### src/rtl/prefix_pkg.sv
// Shared definitions for the prefix tree: pair-encoding bit positions and level count.
// Supplies default INPUTSIZE/GROUPSIZE when the build does not define them.
`ifndef INPUTSIZE
`define INPUTSIZE 32
`endif
`ifndef GROUPSIZE
`define GROUPSIZE 4
`endif

package prefix_pkg;

    localparam int G_BIT  = 1;
    localparam int P_BIT  = 0;
    localparam int PAIR_W = 2;

    // Number of up-sweep levels for a tree of n group pairs (n a power of two).
    function automatic int prefix_levels(input int n);
        return $clog2(n);
    endfunction

endpackage

### src/rtl/prefix_logic.sv
// Prefix combine cell: r = {gh | (ph & gl), ph & pl}.
// ql is the lower-index node, qh the higher-index node.
module prefix_logic
    import prefix_pkg::*;
(
    input  logic [PAIR_W-1:0] ql,
    input  logic [PAIR_W-1:0] qh,
    output logic [PAIR_W-1:0] r
);

    assign r[G_BIT] = qh[G_BIT] | (qh[P_BIT] & ql[G_BIT]);
    assign r[P_BIT] = qh[P_BIT] & ql[P_BIT];

endmodule

### src/rtl/prefix_tree_first_half_pipe.sv
// Up-sweep (first half) of a parallel-prefix tree with valid/ready handshake.
// Define PREFIX_TREE_PIPE_EN for one register stage per level; otherwise a single output stage.
module prefix_tree_first_half_pipe
    import prefix_pkg::*;
#(
    parameter int Treesize = `INPUTSIZE / `GROUPSIZE
) (
    input  logic                  clk,
    input  logic                  rst_n,
    input  logic                  flush,
    input  logic                  in_valid,
    output logic                  in_ready,
    input  logic [Treesize*2-1:0] qin,
    output logic                  out_valid,
    input  logic                  out_ready,
    output logic [Treesize*2-1:0] q
);

    localparam int W = Treesize * PAIR_W;
    localparam int L = prefix_levels(Treesize);
`ifdef PREFIX_TREE_PIPE_EN
    localparam int NS = L;
`else
    localparam int NS = 1;
`endif

    logic [L-1:0][W-1:0]  lvl_in;
    logic [L-1:0][W-1:0]  lvl_out;
    logic [NS-1:0][W-1:0] stage_d;
    logic [NS-1:0][W-1:0] data_q;
    logic [NS-1:0]        valid_q;
    logic [NS-1:0]        adv;
    logic [NS-1:0]        load_v;

    // Level l updates node j only where j+1 is a multiple of 2^(l+1).
    genvar l, j;
    generate
        for (l = 0; l < L; l++) begin : g_lvl
            for (j = 0; j < Treesize; j++) begin : g_node
                if (((j + 1) % (2 ** (l + 1))) == 0) begin : g_comb
                    prefix_logic u_cell (
                        .ql (lvl_in[l][PAIR_W*(j-2**l) +: PAIR_W]),
                        .qh (lvl_in[l][PAIR_W*j +: PAIR_W]),
                        .r  (lvl_out[l][PAIR_W*j +: PAIR_W])
                    );
                end else begin : g_pass
                    assign lvl_out[l][PAIR_W*j +: PAIR_W] = lvl_in[l][PAIR_W*j +: PAIR_W];
                end
            end
        end

        assign lvl_in[0] = qin;
        for (l = 1; l < L; l++) begin : g_wire
`ifdef PREFIX_TREE_PIPE_EN
            assign lvl_in[l] = data_q[l-1];
`else
            assign lvl_in[l] = lvl_out[l-1];
`endif
        end
    endgenerate

`ifdef PREFIX_TREE_PIPE_EN
    assign stage_d = lvl_out;
`else
    assign stage_d[0] = lvl_out[L-1];
`endif

    // A stage advances unless it and every stage below it are full and the output is stalled.
    always_comb begin
        logic stall;
        adv    = '0;
        load_v = '0;
        stall  = ~out_ready;
        for (int k = NS - 1; k >= 0; k--) begin
            stall  = stall & valid_q[k];
            adv[k] = ~stall;
        end
        load_v[0] = in_valid & in_ready;
        for (int k = 1; k < NS; k++) begin
            load_v[k] = valid_q[k-1];
        end
    end

    assign in_ready  = adv[0] & ~flush & rst_n;
    assign out_valid = valid_q[NS-1];
    assign q         = data_q[NS-1];

    // NOTE: data registers are reset too, since q must read zero while rst_n is low.
    always_ff @(posedge clk or negedge rst_n) begin
        if (!rst_n) begin
            valid_q <= '0;
            data_q  <= '0;
        end else if (flush) begin
            valid_q <= '0;
        end else begin
            for (int k = 0; k < NS; k++) begin
                if (adv[k]) begin
                    valid_q[k] <= load_v[k];
                    if (load_v[k]) data_q[k] <= stage_d[k];
                end
            end
        end
    end

endmodule
### config.mk
export PLATFORM = sky130hd
export DESIGN_NAME = prefix_tree_first_half_pipe
export DESIGN_NICKNAME = d
export VERILOG_FILES = /design/src/rtl/prefix_pkg.sv /design/src/rtl/prefix_logic.sv /design/src/rtl/prefix_tree_first_half_pipe.sv
export SDC_FILE = /design/constraint.sdc
export NUM_CORES = 1
export LEC_CHECK = 0
export ABC_AREA = 0
export CELL_PAD_IN_SITES_DETAIL_PLACEMENT = 1
export CELL_PAD_IN_SITES_GLOBAL_PLACEMENT = 2
export CORE_UTILIZATION = 25
export DETAILED_ROUTE_END_ITERATION = 16
export MAX_ROUTING_LAYER = met4
export PLACE_DENSITY_LB_ADDON = 0.1
export SYNTH_ARGS = -nofsm -noshare
export SYNTH_HDL_FRONTEND = slang
export SYNTH_HIERARCHICAL = 1
export SYNTH_SLANG_ARGS = --single-unit
### constraint.sdc
create_clock -name clk -period 1.31 [get_ports clk]
set_input_delay 0.3275 -clock clk [delete_from_list [all_inputs] [get_ports clk]]
set_output_delay 0.3275 -clock clk [all_outputs]
set_load 0.02 [all_outputs]
## Word level (Yosys, flattened, before mapping)

Index checks and enable logic that the tools add are counted.

| word-level totals | value |
|---|---|
| logic and storage cells | 34 |
| input port bits | 21 |
| output and inout port bits | 18 |
| ROM bits | 0 |
| latch bits | 0 |
| memory bits (writable) | 0 |
| memories kept | 0 |
| bits in registers | 17 |

| operators by class | value |
|---|---|
| equality and inequality tests | 1 |
| div/mod/pow operators | 0 |
| $add $sub $neg | 0 |
| bitwise logic cells | 28 |
| shifts and indexed selects | 0 |
| reduce and logical (&&, ||, !) cells | 1 |
| multiplexer cells | 2 |
| order comparisons | 0 |
| $mul | 0 |

Operators with widths:

| kind | number |
|---|---|
| 1-bit AND | 18 |
| 1-bit bitwise OR | 7 |
| 1-bit NOT | 3 |
| 3-bit AND reduction | 1 |
| 1-bit two-way mux | 2 |
| 2-bit inequality test (second input constant) | 1 |

## Logic depth before layout (Yosys ltp)

| depth | value |
|---|---|
| word-level depth | 8 |
| gate-level depth with buffers | 4 |
| mapped depth without buffers | 4 |

## By module

Netlist, hierarchy kept.

Modules (own cells, without submodules):

| module | area each (um^2) | times used | seq. area each (um^2) | cells an instance |
|---|---|---|---|---|
| prefix_tree_first_half_pipe | 701.9 | 1 | 425.4 | 38 |
| prefix_logic | 15.0 | 7 | 0.0 | 2 |

## Least setup slack after synthesis

No wires, ideal clock.

| timing | value |
|---|---|
| path type | register to register |
| start point | reg valid_q (netlist: out_valid) |
| end point | reg data_q (netlist bit q[0]) |
| arrival | 1.210 ns |
| path slack | -0.026 ns |
| path buffers | 1 |
| clock period less this slack | 1.336 ns |
| library setup time | 0.125 ns |
| required time | 1.185 ns |
| stages on the path, launching flop included | 5 |
| cell sequence | dfrtp_1 -> nand2b_4 -> nand4b_4 -> buf_6 -> mux2_4 |

| on the way | value |
|---|---|
| cells in the longest elaborated chain, start to end | 6 |

RTL lines:

| what | RTL line | text |
|---|---|---|
| start, declared | prefix_tree_first_half_pipe.sv:31 | `logic [NS-1:0] valid_q;` |
| start signal, assigned by index | prefix_tree_first_half_pipe.sv:98 | `valid_q[k] <= load_v[k];` |
| 1-bit AND * | prefix_tree_first_half_pipe.sv:75 | `stall = stall & valid_q[k];` |
| 1-bit NOT (no source line) * | n/a |  |
| 1-bit AND (2 in series) | prefix_tree_first_half_pipe.sv:84 | `assign in_ready = adv[0] & ~flush & rst_n;` |
| 1-bit AND | prefix_tree_first_half_pipe.sv:78 | `load_v[0] = in_valid & in_ready;` |
| 3-bit AND reduction (no source line) * | n/a |  |
| end signal, assigned by index | prefix_tree_first_half_pipe.sv:99 | `if (load_v[k]) data_q[k] <= stage_d[k];` |
| end, declared | prefix_tree_first_half_pipe.sv:30 | `logic [NS-1:0][W-1:0] data_q;` |

Mark *: on every way between the ends. The rest lies on a longest branch, timed or not.
A chain may end at the register's enable or synchronous reset.

## Worst setup path after layout

| timing | value |
|---|---|
| start point | reg valid_q (netlist: out_valid) |
| end point | out in_ready |

| on the way | value |
|---|---|
| cells in the longest elaborated chain, start to end | 4 |

RTL lines:

| what | RTL line | text |
|---|---|---|
| 1-bit AND | prefix_tree_first_half_pipe.sv:75 |  |
| 1-bit NOT (no source line) | n/a |  |
| 1-bit AND (2 in series) | prefix_tree_first_half_pipe.sv:84 |  |
| end, declared | prefix_tree_first_half_pipe.sv:12 | `output logic in_ready,` |

No other way between the ends.

==> impl_metrics.csv <==
group,metric,value,unit
power,power,1.43,mW
global_route,track_usage,11.7,%
logic_synthesis,netlist_area,807,um2
die,dieArea,3460,um2
timing,tightest_slew,0.213,ns
placement,place_area,1300,um2
detailed_routing,wirelength,1.82,mm
timing,fin_ws,-0.0825,ns
placement,gp_congestion,0.631,
timing,timing.fmax,718,MHz
timing,slew_headroom,85.8,%
logic_synthesis,synth_cell_types,10,
logic_synthesis,ys.warnings.count,6,
logic_synthesis,yosysTopAreaCell,"dfrtp_1",
worst_setup_path,reg2regPathDepth,5,
timing,post-route-period-util,106,%
global_route,overflow,0,
worst_setup_path,cp-start-kind,"register",
status,status,"complete, but fails checks",
worst_setup_path,r2r_setup_slack,-0.03,ns
worst_setup_path,cp.arrival,1.06,ns
clock_tree,cts_max_path_buffers,2,
logic_synthesis,syn_nets,73,
die,core,3050,um2
detailed_routing,firstDrtPassIters,2,
die,start_util,26.4,%
clock_tree,cts_buffers,3,
clock_tree,h-tree-depth,1,
hold_path,hold_path_class,"primary input to async pin",
detailed_routing,ant_nets,0,
timing,tns,-0.376,ns
die,io_pins,39,
global_route,antenna_found_initial,0,
worst_setup_path,reg2reg_from,"out_valid",
detailed_routing,initialDrtViolationCount,1,
final_layout,drive_gt1_share,53.5,%
timing,skew,0.00246,ns
worst_setup_path,cp_max_fo,2,
timing,finalSetupViolCount,12,
worst_setup_path,worstSetupStartpoint,"out_valid",
global_route,first_global_vias,655,
detailed_routing,wl_per_cell,12.6,um
detailed_routing,viasPerCell,4.09,
logic_synthesis,seq_area_frac_synth,52.7,%
clock_tree,cts_root_buffer,"clkbuf_4",
worst_setup_path,cp.required,0.98,ns
clock_tree,clock_sinks,17,
final_layout,design_area,1290,um2
worst_setup_path,cp-endpoint,"in_ready",
timing,finalCriticalPeriod,1.39,ns
detailed_routing,drc,0,
clock_tree,post_cts_buffers,0,
final_layout,nNetsFinal,123,
final_layout,area_delta_synth_final,60.2,%
placement,port_buffers,38,
logic_synthesis,synthCells,52,
logic_synthesis,synth_area_leaders,"dfrtp_1, mux2_4, mux2_2",
timing,drv_slew,0,
timing,finalHoldViolCount,0,
logic_synthesis,netlist.area_leader.share,52.7,%
worst_setup_path,crit_path_end_kind,"output port",
placement,hpwl,1.37,mm
clock_tree,insertion_delay,0.28,ns
global_route,grt_pass1_wl,2.88,mm
power,p_leak,0.675,nW
final_layout,final_util,42.3,%
power,vdd_ir_drop_max,0.000484,V
worst_setup_path,r2r_end,"q[10]",
power,power_density,1100,nW/um2
die,rows,20,
job,cap_violations,0,
logic_synthesis,ys_ff_latch,17,
clock_tree,cts.clk_slew.worst_paths,0.09,ns
timing,rsz0062_at_grt,"true",
global_route,grt_max_degree,19,
final_layout,diodes,0,
timing,timing.hold.ws,0.124,ns
status,violations,"setup timing",
detailed_routing,vias,593,
worst_setup_path,critical_path_class,"register to output port",
die,die_h,58.8,um
clock_tree,cts_tree,"done",
die,dieWidth,58.8,um
logic_synthesis,synth.avg_cell_area,15.5,um2
==> power breakdown <==
part	switching, mW	internal [mW]	total, mW	leakage [nW]
Sequential	0.0491	0.616	0.665	0.204
Clock	0.154	0.118	0.272	0.0150
Combinational	0.228	0.261	0.489	0.456
==> cells in the mapped netlist, drive strengths merged <==
master / instances
buf: 1
dfrtp: 17
a21o: 7
nand4b: 1
o21ai: 1
and2: 7
nand2b: 1
and3b: 1
mux2: 16
==> repair_timing <==
action	in CTS	in global routing
setup endpoints to repair	34	31
gates cloned	0	1
pin swaps	2	2
hold buffers	0	0
gates resized for setup	62	15
==> worst min path at each step <==
stage	endpoint	slack (ns)
5_1_grt	out_valid	0.11
6_report	out_valid	0.12
3_5_place_dp	q[5]	0.50
3_3_place_gp	q[13]	0.49
2_1_floorplan	out_valid	0.03
4_1_cts	out_valid	0.11
==> per-layer routing <==
metal	track usage, %	share of wire [%]	vias up
met2	21.6	54	18
met4	2.04	0.71	0
met1	11.7	40	291
met5	-	0	-
met3	4.62	5.1	2
li1	-	-	282
==> logic make-up (layout without fill, tap and decap cells) <==
family | Yosys count | count (layout) | synth area share [%]
AO/OA/AOI/OAI | 8 | 8 | 7.13
buffers and inverters | 1 | 50 | 1.40
flip-flops | 17 | 17 | 52.7
multiplexers | 16 | 16 | 26.5
AND/OR/NAND/NOR | 10 | 10 | 12.2
==> worst max-delay path: stages, from the launching register on <==
cell and delay [ns]:
dfrtp_2 0.44, nand2b_4 0.07, and3b_1 0.16, buf_6 0.12
==> registers in the layout (all words and copies together) (netlist names) <==
register	flops
out_valid	1
q	16
==> area by class of cell <==
cell class | instances | area (um2)
sequential | 17 | 427
clock buffer | 4 | 26.3
timing repair buffer | 46 | 409
fill | 353 | 1760
multi-input combinational | 34 | 375
tap | 44 | 55.1
==> through the flow <==
| step | setup slack (ns) | cells |
|---|---|---|
| finish | -0.0825 | 145 |
| floorplan | 0.00641 | 52 |
| detailed placement | -0.648 | 140 |
| global route | -0.148 | 145 |
| CTS | -0.108 | 144 |
| global placement | -0.643 | 140 |
==> layout by cell type, fill, tap and decap left out <==
cell,Yosys,routed
and2_4,0,4
buf_8,0,1
a21o_1,7,7
buf_6,1,1
clkdlybuf4s50_1,0,8
dlymetal6s2s_1,0,2
clkbuf_4,0,3
nand2b_4,1,1
buf_4,0,5
and3b_1,1,1
nand4b_4,1,1
mux2_4,9,9
mux2_2,7,7
clkdlybuf4s15_2,0,3
dfrtp_2,0,1
dfrtp_1,17,16
clkbuf_2,0,9
buf_2,0,4
dlygate4sd2_1,0,11
buf_12,0,1
clkbuf_16,0,1
and2_2,7,3
clkbuf_1,0,1
o21ai_0,1,1
No activity file was read; power rests on OpenSTA's default activity.
